--- src/rtl/regfile_sb_reader.sv ---
// regfile_sb_reader: 32 x DW register file with a pending-write scoreboard on
// the decode read side. Two registered read ports (latency 1), one writeback
// port, one issue port that marks the destination register busy.
// Register 0 is hardwired to zero and is never busy.
// Optional build macro REGFILE_WB_BYPASS_EN: a source that matches the
// writeback in flight this cycle is not treated as a hazard and is captured
// straight from Wb_Data, removing one stall cycle per RAW dependency.
module regfile_sb_reader #(
  parameter int DW   = 32,
  parameter int NREG = 32,
  localparam int AW  = $clog2(NREG)
) (
  input  logic          Clk,
  input  logic          Rst,
  input  logic          Rd_En,
  input  logic [AW-1:0] Rs_Addr,
  input  logic [AW-1:0] Rt_Addr,
  input  logic          Rs_Use,
  input  logic          Rt_Use,
  input  logic          Iss_En,
  input  logic [AW-1:0] Iss_Rd,
  input  logic          Wb_En,
  input  logic [AW-1:0] Wb_Addr,
  input  logic [DW-1:0] Wb_Data,
  output logic          Stall,
  output logic          Rd_Valid,
  output logic [DW-1:0] Rs_Data,
  output logic [DW-1:0] Rt_Data
);

  logic [DW-1:0]   regs [NREG];
  logic [NREG-1:0] busy;
  logic [NREG-1:0] busy_nxt;

  logic            wb_live;
  logic            iss_live;
  logic            haz_a;
  logic            haz_b;
  logic [DW-1:0]   rs_val;
  logic [DW-1:0]   rt_val;

  assign wb_live  = Wb_En  && (Wb_Addr != '0);
  assign iss_live = Iss_En && (Iss_Rd  != '0);

`ifdef REGFILE_WB_BYPASS_EN
  logic byp_a;
  logic byp_b;

  assign byp_a = wb_live && (Wb_Addr == Rs_Addr);
  assign byp_b = wb_live && (Wb_Addr == Rt_Addr);

  // Hazard check and read-value selection with writeback forwarding
  always_comb begin
    haz_a  = Rs_Use && busy[Rs_Addr] && !byp_a;
    haz_b  = Rt_Use && busy[Rt_Addr] && !byp_b;
    rs_val = byp_a ? Wb_Data : regs[Rs_Addr];
    rt_val = byp_b ? Wb_Data : regs[Rt_Addr];
  end
`else
  // Hazard check and read-value selection straight from the array
  always_comb begin
    haz_a  = Rs_Use && busy[Rs_Addr];
    haz_b  = Rt_Use && busy[Rt_Addr];
    rs_val = regs[Rs_Addr];
    rt_val = regs[Rt_Addr];
  end
`endif

  assign Stall = Rd_En && (haz_a || haz_b);

  // Next scoreboard: writeback clears, issue sets afterwards so a same-edge
  // issue to the written register leaves it pending for the newer producer
  always_comb begin
    busy_nxt = busy;
    if (wb_live)
      busy_nxt[Wb_Addr] = 1'b0;
    if (iss_live)
      busy_nxt[Iss_Rd] = 1'b1;
    busy_nxt[0] = 1'b0;
  end

  // Scoreboard register
  always_ff @(posedge Clk) begin
    if (Rst)
      busy <= '0;
    else
      busy <= busy_nxt;
  end

  // Register array; entry 0 is never written so it stays at zero
  always_ff @(posedge Clk) begin
    if (Rst) begin
      for (int i = 0; i < NREG; i++)
        regs[i] <= '0;
    end else if (wb_live) begin
      regs[Wb_Addr] <= Wb_Data;
    end
  end

  // Registered read ports; data holds when no fresh read is taken
  always_ff @(posedge Clk) begin
    if (Rst) begin
      Rd_Valid <= 1'b0;
      Rs_Data  <= '0;
      Rt_Data  <= '0;
    end else if (Rd_En && !Stall) begin
      Rd_Valid <= 1'b1;
      Rs_Data  <= rs_val;
      Rt_Data  <= rt_val;
    end else begin
      Rd_Valid <= 1'b0;
    end
  end

endmodule

--- config.mk ---
export PLATFORM = sky130hd
export DESIGN_NAME = regfile_sb_reader
export DESIGN_NICKNAME = d
export VERILOG_FILES = /design/src/rtl/regfile_sb_reader.sv
export SDC_FILE = /design/constraint.sdc
export NUM_CORES = 2
export LEC_CHECK = 0
export ABC_AREA = 1
export CAP_MARGIN = 10
export CORE_AREA = 2 2 493 495
export CTS_CLUSTER_DIAMETER = 120
export DETAILED_ROUTE_END_ITERATION = 7
export DIE_AREA = 0 0 495 497
export SLEW_MARGIN = 20
export SYNTH_ARGS = -nofsm -noshare
export SYNTH_HDL_FRONTEND = slang
export SYNTH_SLANG_ARGS = --single-unit
--- constraint.sdc ---
create_clock -name Clk -period 6.15 [get_ports Clk]
set_input_delay 1.23 -clock Clk [delete_from_list [all_inputs] [get_ports Clk]]
set_output_delay 1.23 -clock Clk [all_outputs]
set_load 0.02 [all_outputs]
# --- Word-level counts from Yosys, hierarchy flattened ---
# Memory sizes are Yosys's and may differ from the RTL's. A register that Yosys moved wholly into a read port is not among the register bits.
# Cells that the tools add are included.
totals:
  reg_bits: 33
  ramBits: 1024
  output_inout_bits: 66
  wordCells: 45
  memories: 1
memory_table:
  columns: ["memory", "depth", "width", "rd", "rd_clocked_by_memory_dff", "write_ports", "line_no", "rtl"]
  rows:
  - ["regs", 32, 32, 2, 2, 32, "31", "logic [DW-1:0] regs [NREG];"]
classes:
  order_cmp: 6
  muxes: 19
  bitwise: 3
  reduce_logical: 13
ops:
  columns: ["op", "count"]
  rows:
  - ["32-bit two-way mux", 3]
  - ["32-bit bitwise AND", 1]
  - ["32-bit inverter", 1]
  - ["32-bit bitwise OR", 1]
  - ["32-bit OR reduction", 1]
  - ["5-bit by 6-bit < comparator with 1-bit output, second input constant", 4]
  - ["1-bit two-way mux", 11]
  - ["1-bit binary-select mux with 5-bit select", 2]
  - ["1-bit demux with 5-bit select", 2]
  - ["5-bit by 1-bit >= comparator with 1-bit output, second input constant", 2]
  - ["5-bit nonzero test", 2]
  - ["1-bit logical AND", 8]
  - ["5-bit two-way mux", 1]
  - ["1-bit logical NOT", 1]
  - ["1-bit logical OR", 1]

# --- Longest topological paths before layout ---
logic_depth:
  word_depth: 9
  depth_mapped: 15
  ltp_nobuf: 12

# --- Worst setup path before layout ---
# No wires, ideal clock.
synth_path:
  path_kind: "input -> register"
  startpoint: "input port Wb_Addr[0]"
  endpoint: "memory regs[27][0], enable pin"
  t_arrival_ps: 4129
  required_time_ps: 5682
  path_slack_ps: 1553
  path_stages: 6
  cell_sequence: "inv_1 nand2_1 o21ai_0 inv_1 nand4_1 o21ai_0"
synth_lines:
  columns: ["element", "line_no", "rtl"]
  rows:
  - ["start: declaration", "23", "input logic [AW-1:0] Wb_Addr,"]
  - ["end: declaration", "31", null]

# --- Worst setup path after layout ---
layout_path:
  startpoint: "input port Rs_Addr[0]"
  endpoint: "output port Stall"
layout_between:
  elab_chain_cells: 5
layout_rtl:
  columns: ["element", "line_no", "rtl"]
  rows:
  - ["start: declaration", "16", "input logic [AW-1:0] Rs_Addr,"]
  - ["1-bit binary-select mux with 5-bit select", "62", "haz_a = Rs_Use && busy[Rs_Addr];"]
  - ["1-bit two-way mux (implied by the code)", "62", null]
  - ["1-bit logical AND", "62", null]
  - ["1-bit logical OR", "69", "assign Stall = Rd_En && (haz_a || haz_b);"]
  - ["1-bit logical AND", "69", null]
  - ["end: declaration", "25", "output logic Stall,"]
# No other way between the ends. The select of a mux whose other input is x is not followed.

==> summary.md <==
| Metric | Value |
|---|---|
| Hold Startpoint | `Rt_Data[25]$_SDFFE_PP0P_` |
| DRT antenna net count | `0` |
| Nets@finish | `6943` |
| TritonCTS buffer count | `130` |
| Largest net degree at the start of global routing | `239` |
| Final WS setup | `1.05 ns` |
| Measured slew at the worst slew-check pin | `1.16 ns` |
| Core area | `240000 µm²` |
| IO Port Bufs | `124` |
| Post-DP HPWL | `roughly 130 mm` |
| Slowest CP cell | `clkdlybuf4s50_1` |
| Final WL | `232 mm` |
| 1st-iter DRT viols | `8419` |
| RSZ-0062 raised after global routing | `false` |
| Buffers & Inverters on Critical Path | `3` |
| Via density per instance | `5.25` |
| Pre-CTS setup slack | `roughly 1.1 ns` |
| Max_cap viols | `0` |
| Synth Register Bits | `1120` |
| Post-CTS Setup Inserts | `0` |
| Initial antenna violation count | `12` |
| Highest clock rate | `196 MHz` |
| Clk root buf | `clkbuf_16` |
| Mean routed wirelength per cell | `22.8 µm` |
| # IOs | `125` |
| R2r startpoint | `busy[3]$_SDFF_PP0_` |
| Residual DRC count | `0` |
| Crit path launch type | `primary input` |
| Cell Pwr Density | `roughly 280 nW/µm²` |
| Clock sinks | `about 1100` |
| Post-synth cell types | `25` |
| Clk_lat worst skew | `between 0.7 and 0.8 ns` |
| Max-slew violation total from the final report | `0` |
| Global-route usage over all layers | `18.1%` |
| Period utilization | `83.0%` |
| Flop-to-flop setup slack | `3.67 ns` |
| Register area share after synthesis | `54.5%` |
| CTS tree | `done` |
| Area grow syn2layout | `13.1%` |
| Leak pwr | `26.0 nW` |
| Crit-path cells | `buf_8 > inv_2 > nand2_1 > nand3_1 > nand3_1 > nand3_1 > nand3_1 > nand3_1 > a21boi_0 > clkdlybuf4s50_1` |
| Vias in the first global route | `49500` |
| Max_slew headroom | `22.4%` |
| Setup CP Type | `in -> out` |
| Status | `finished clean` |
| Starting Density | `25.0%` |
| Register area | `32700 µm²` |
| CP arrival | `3.87 ns` |
| CTS H-tree lvls | `4` |
| Hold Crit Class | `reg -> reg` |
| DRT Pass-1 Iters | `6` |
| Worst Hold Endpoint | `Rt_Data[25]$_SDFFE_PP0P_` |
| Yosys warning count | `0` |
| Commonest non-fill, non-tap cell in the layout | `nor2_1` |
| Worst-path maximum fanout | `80` |
| Crit-path leading delay family | `buffers and inverters` |
| # fillers | `25300` |
| Synth Cell Area | `approximately 60000 µm²` |
| DR vias | `53400` |
| Placer Congestion | `approximately 0.90` |
| Final Hold Fails | `0` |
| CTS resizes | `0` |
| Die Y | `slightly below 500 µm` |
| Critical path's most frequent cell | `nand3_1` |
| Layout Skew | `0.0233 ns` |
| Setup_tns | `0 ns` |
| Worst setup EP type | `output port` |
| CTS max path bufs | `3` |
| Worst VDD drop | `0.338 mV` |
| Global-route wire length before repair | `333 mm` |
| Share of cells above drive strength 1 | `~5.6%` |
| Reg2reg path depth | `11` |
| WP data required | `~4.9 ns` |
| Die width | `495 µm` |
| Mapped Cells | `7114` |
| Grt ovf | `0` |
| Die ar. | `246000 µm²` |
| Final Critical Period | `5.10 ns` |
| Row cnt | `180` |
| Max stage delay on crit path | `0.69 ns` |
| R2R Path End | `Rt_Data[16]$_SDFFE_PP0P_` |
| Reg clk slew, reported paths | `0.05 ns` |
| Syn_area_per_cell | `8.42 µm²` |
| Commonest cells after routing, fill and taps aside | `1159 x nor2_1, 1024 x edfxtp_1, 891 x nand2_1, 799 x nand3_1, 677 x o21ai_0` |
| Hold Path Depth | `4` |
| Final setup vio count | `0` |
| Hold_buf cts | `0` |
| Multi-input logic area | `22000 µm²` |
final cells by class:
class                   count  area share, %
flip-flops and latches   1120           48.2
multi-input cells        4685           32.5
well taps                3185           5.88
clock buffers             186           5.45
inverters                 673           3.76
repair buffers            274           3.67
clock inverters            39          0.591
diodes                      6         0.0221
routing by layer:
layer	GRT usage [%]	vias to the layer above	wire [µm]
li1	-	23700	-
met2	27.0	3501	100000
met1	24.0	25400	90800
met5	0	-	11
met3	4.52	698	28500
met4	9.68	2	12700
worst reg2reg max path: stages, from the launching register on:
cell and delay (ns):
dfxtp_1 0.30, inv_1 0.11, nand2_1 0.08, nand3_1 0.10, nand3_1 0.08, nand3_1 0.12
nand3_1 0.12, nand3_1 0.18, nand3_4 0.54, buf_12 0.45, nor2_1 0.23, nor2_1 0.08
kinds of logic after synthesis:
logic type	count (synthesis)	synth area share [%]
compound gates	1739	16.2
buf+inv	1340	9.30
flops	1120	54.5
other cells	1	0.00626
simple gates	2914	20.0
per-stage QoR:
step	hold slack [ns]	cell area [µm²]	util, %	instances	total power, W
global route	0.530	67800	28.2	10200	0.0197
finish	0.509	67800	28.2	10200	0.0191
CTS	0.509	67800	28.2	10200	0.0191
global placement	0.490	63700	26.5	9937	0.0115
floorplan	0.454	60100	-	7145	0.0106
detailed placement	0.498	63700	26.5	9937	0.0116
Yosys cell counts:
cell	n	area, µm²
nand4_1	1	6.26
o211ai_1	382	2870
nand3_1	812	4060
nand2_1	921	3460
nor3_1	20	100
buf_6	21	236
nor2_1	1159	4350
conb_1	1	3.75
dfxtp_1	96	1920
o21ai_0	680	3400
a21oi_1	643	3220
buf_2	247	1240
o22ai_1	27	169
clkbuf_1	305	1140
o21ai_1	5	25.0
inv_2	4	15.0
a211oi_1	1	7.51
clkinv_1	2	7.51
a21boi_0	1	7.51
edfxtp_1	1024	30700
buf_4	20	150
nand3_2	1	10.0
buf_1	74	278
inv_1	666	2500
inv_4	1	6.26
worst max path at each step:
stage,from,to,slack (ns),depth (start not counted)
5_1_grt,Rs_Addr[0],Stall,0.93,11
3_3_place_gp,Rs_Addr[0],Stall,1.00,11
2_1_floorplan,Wb_Addr[0],regs[27][0]$_SDFFCE_PN0P_,1.55,6
3_5_place_dp,Rs_Addr[0],Stall,1.12,10
6_report,Rs_Addr[0],Stall,1.05,10
4_1_cts,Rs_Addr[0],Stall,1.12,10
power breakdown:
group          total, W  switching, W  internal, W
Clock           0.00765       0.00316      0.00449
Sequential      0.00894      0.000211      0.00873
Combinational   0.00254       0.00188     0.000662
registers in the layout, summed over array words and instances, names as in the netlist:
name      cells
busy         31
Rt_Data      32
Rs_Data      32
Rd_Valid      1
regs       1024
Note: power is estimated with default switching activity, not from simulation.
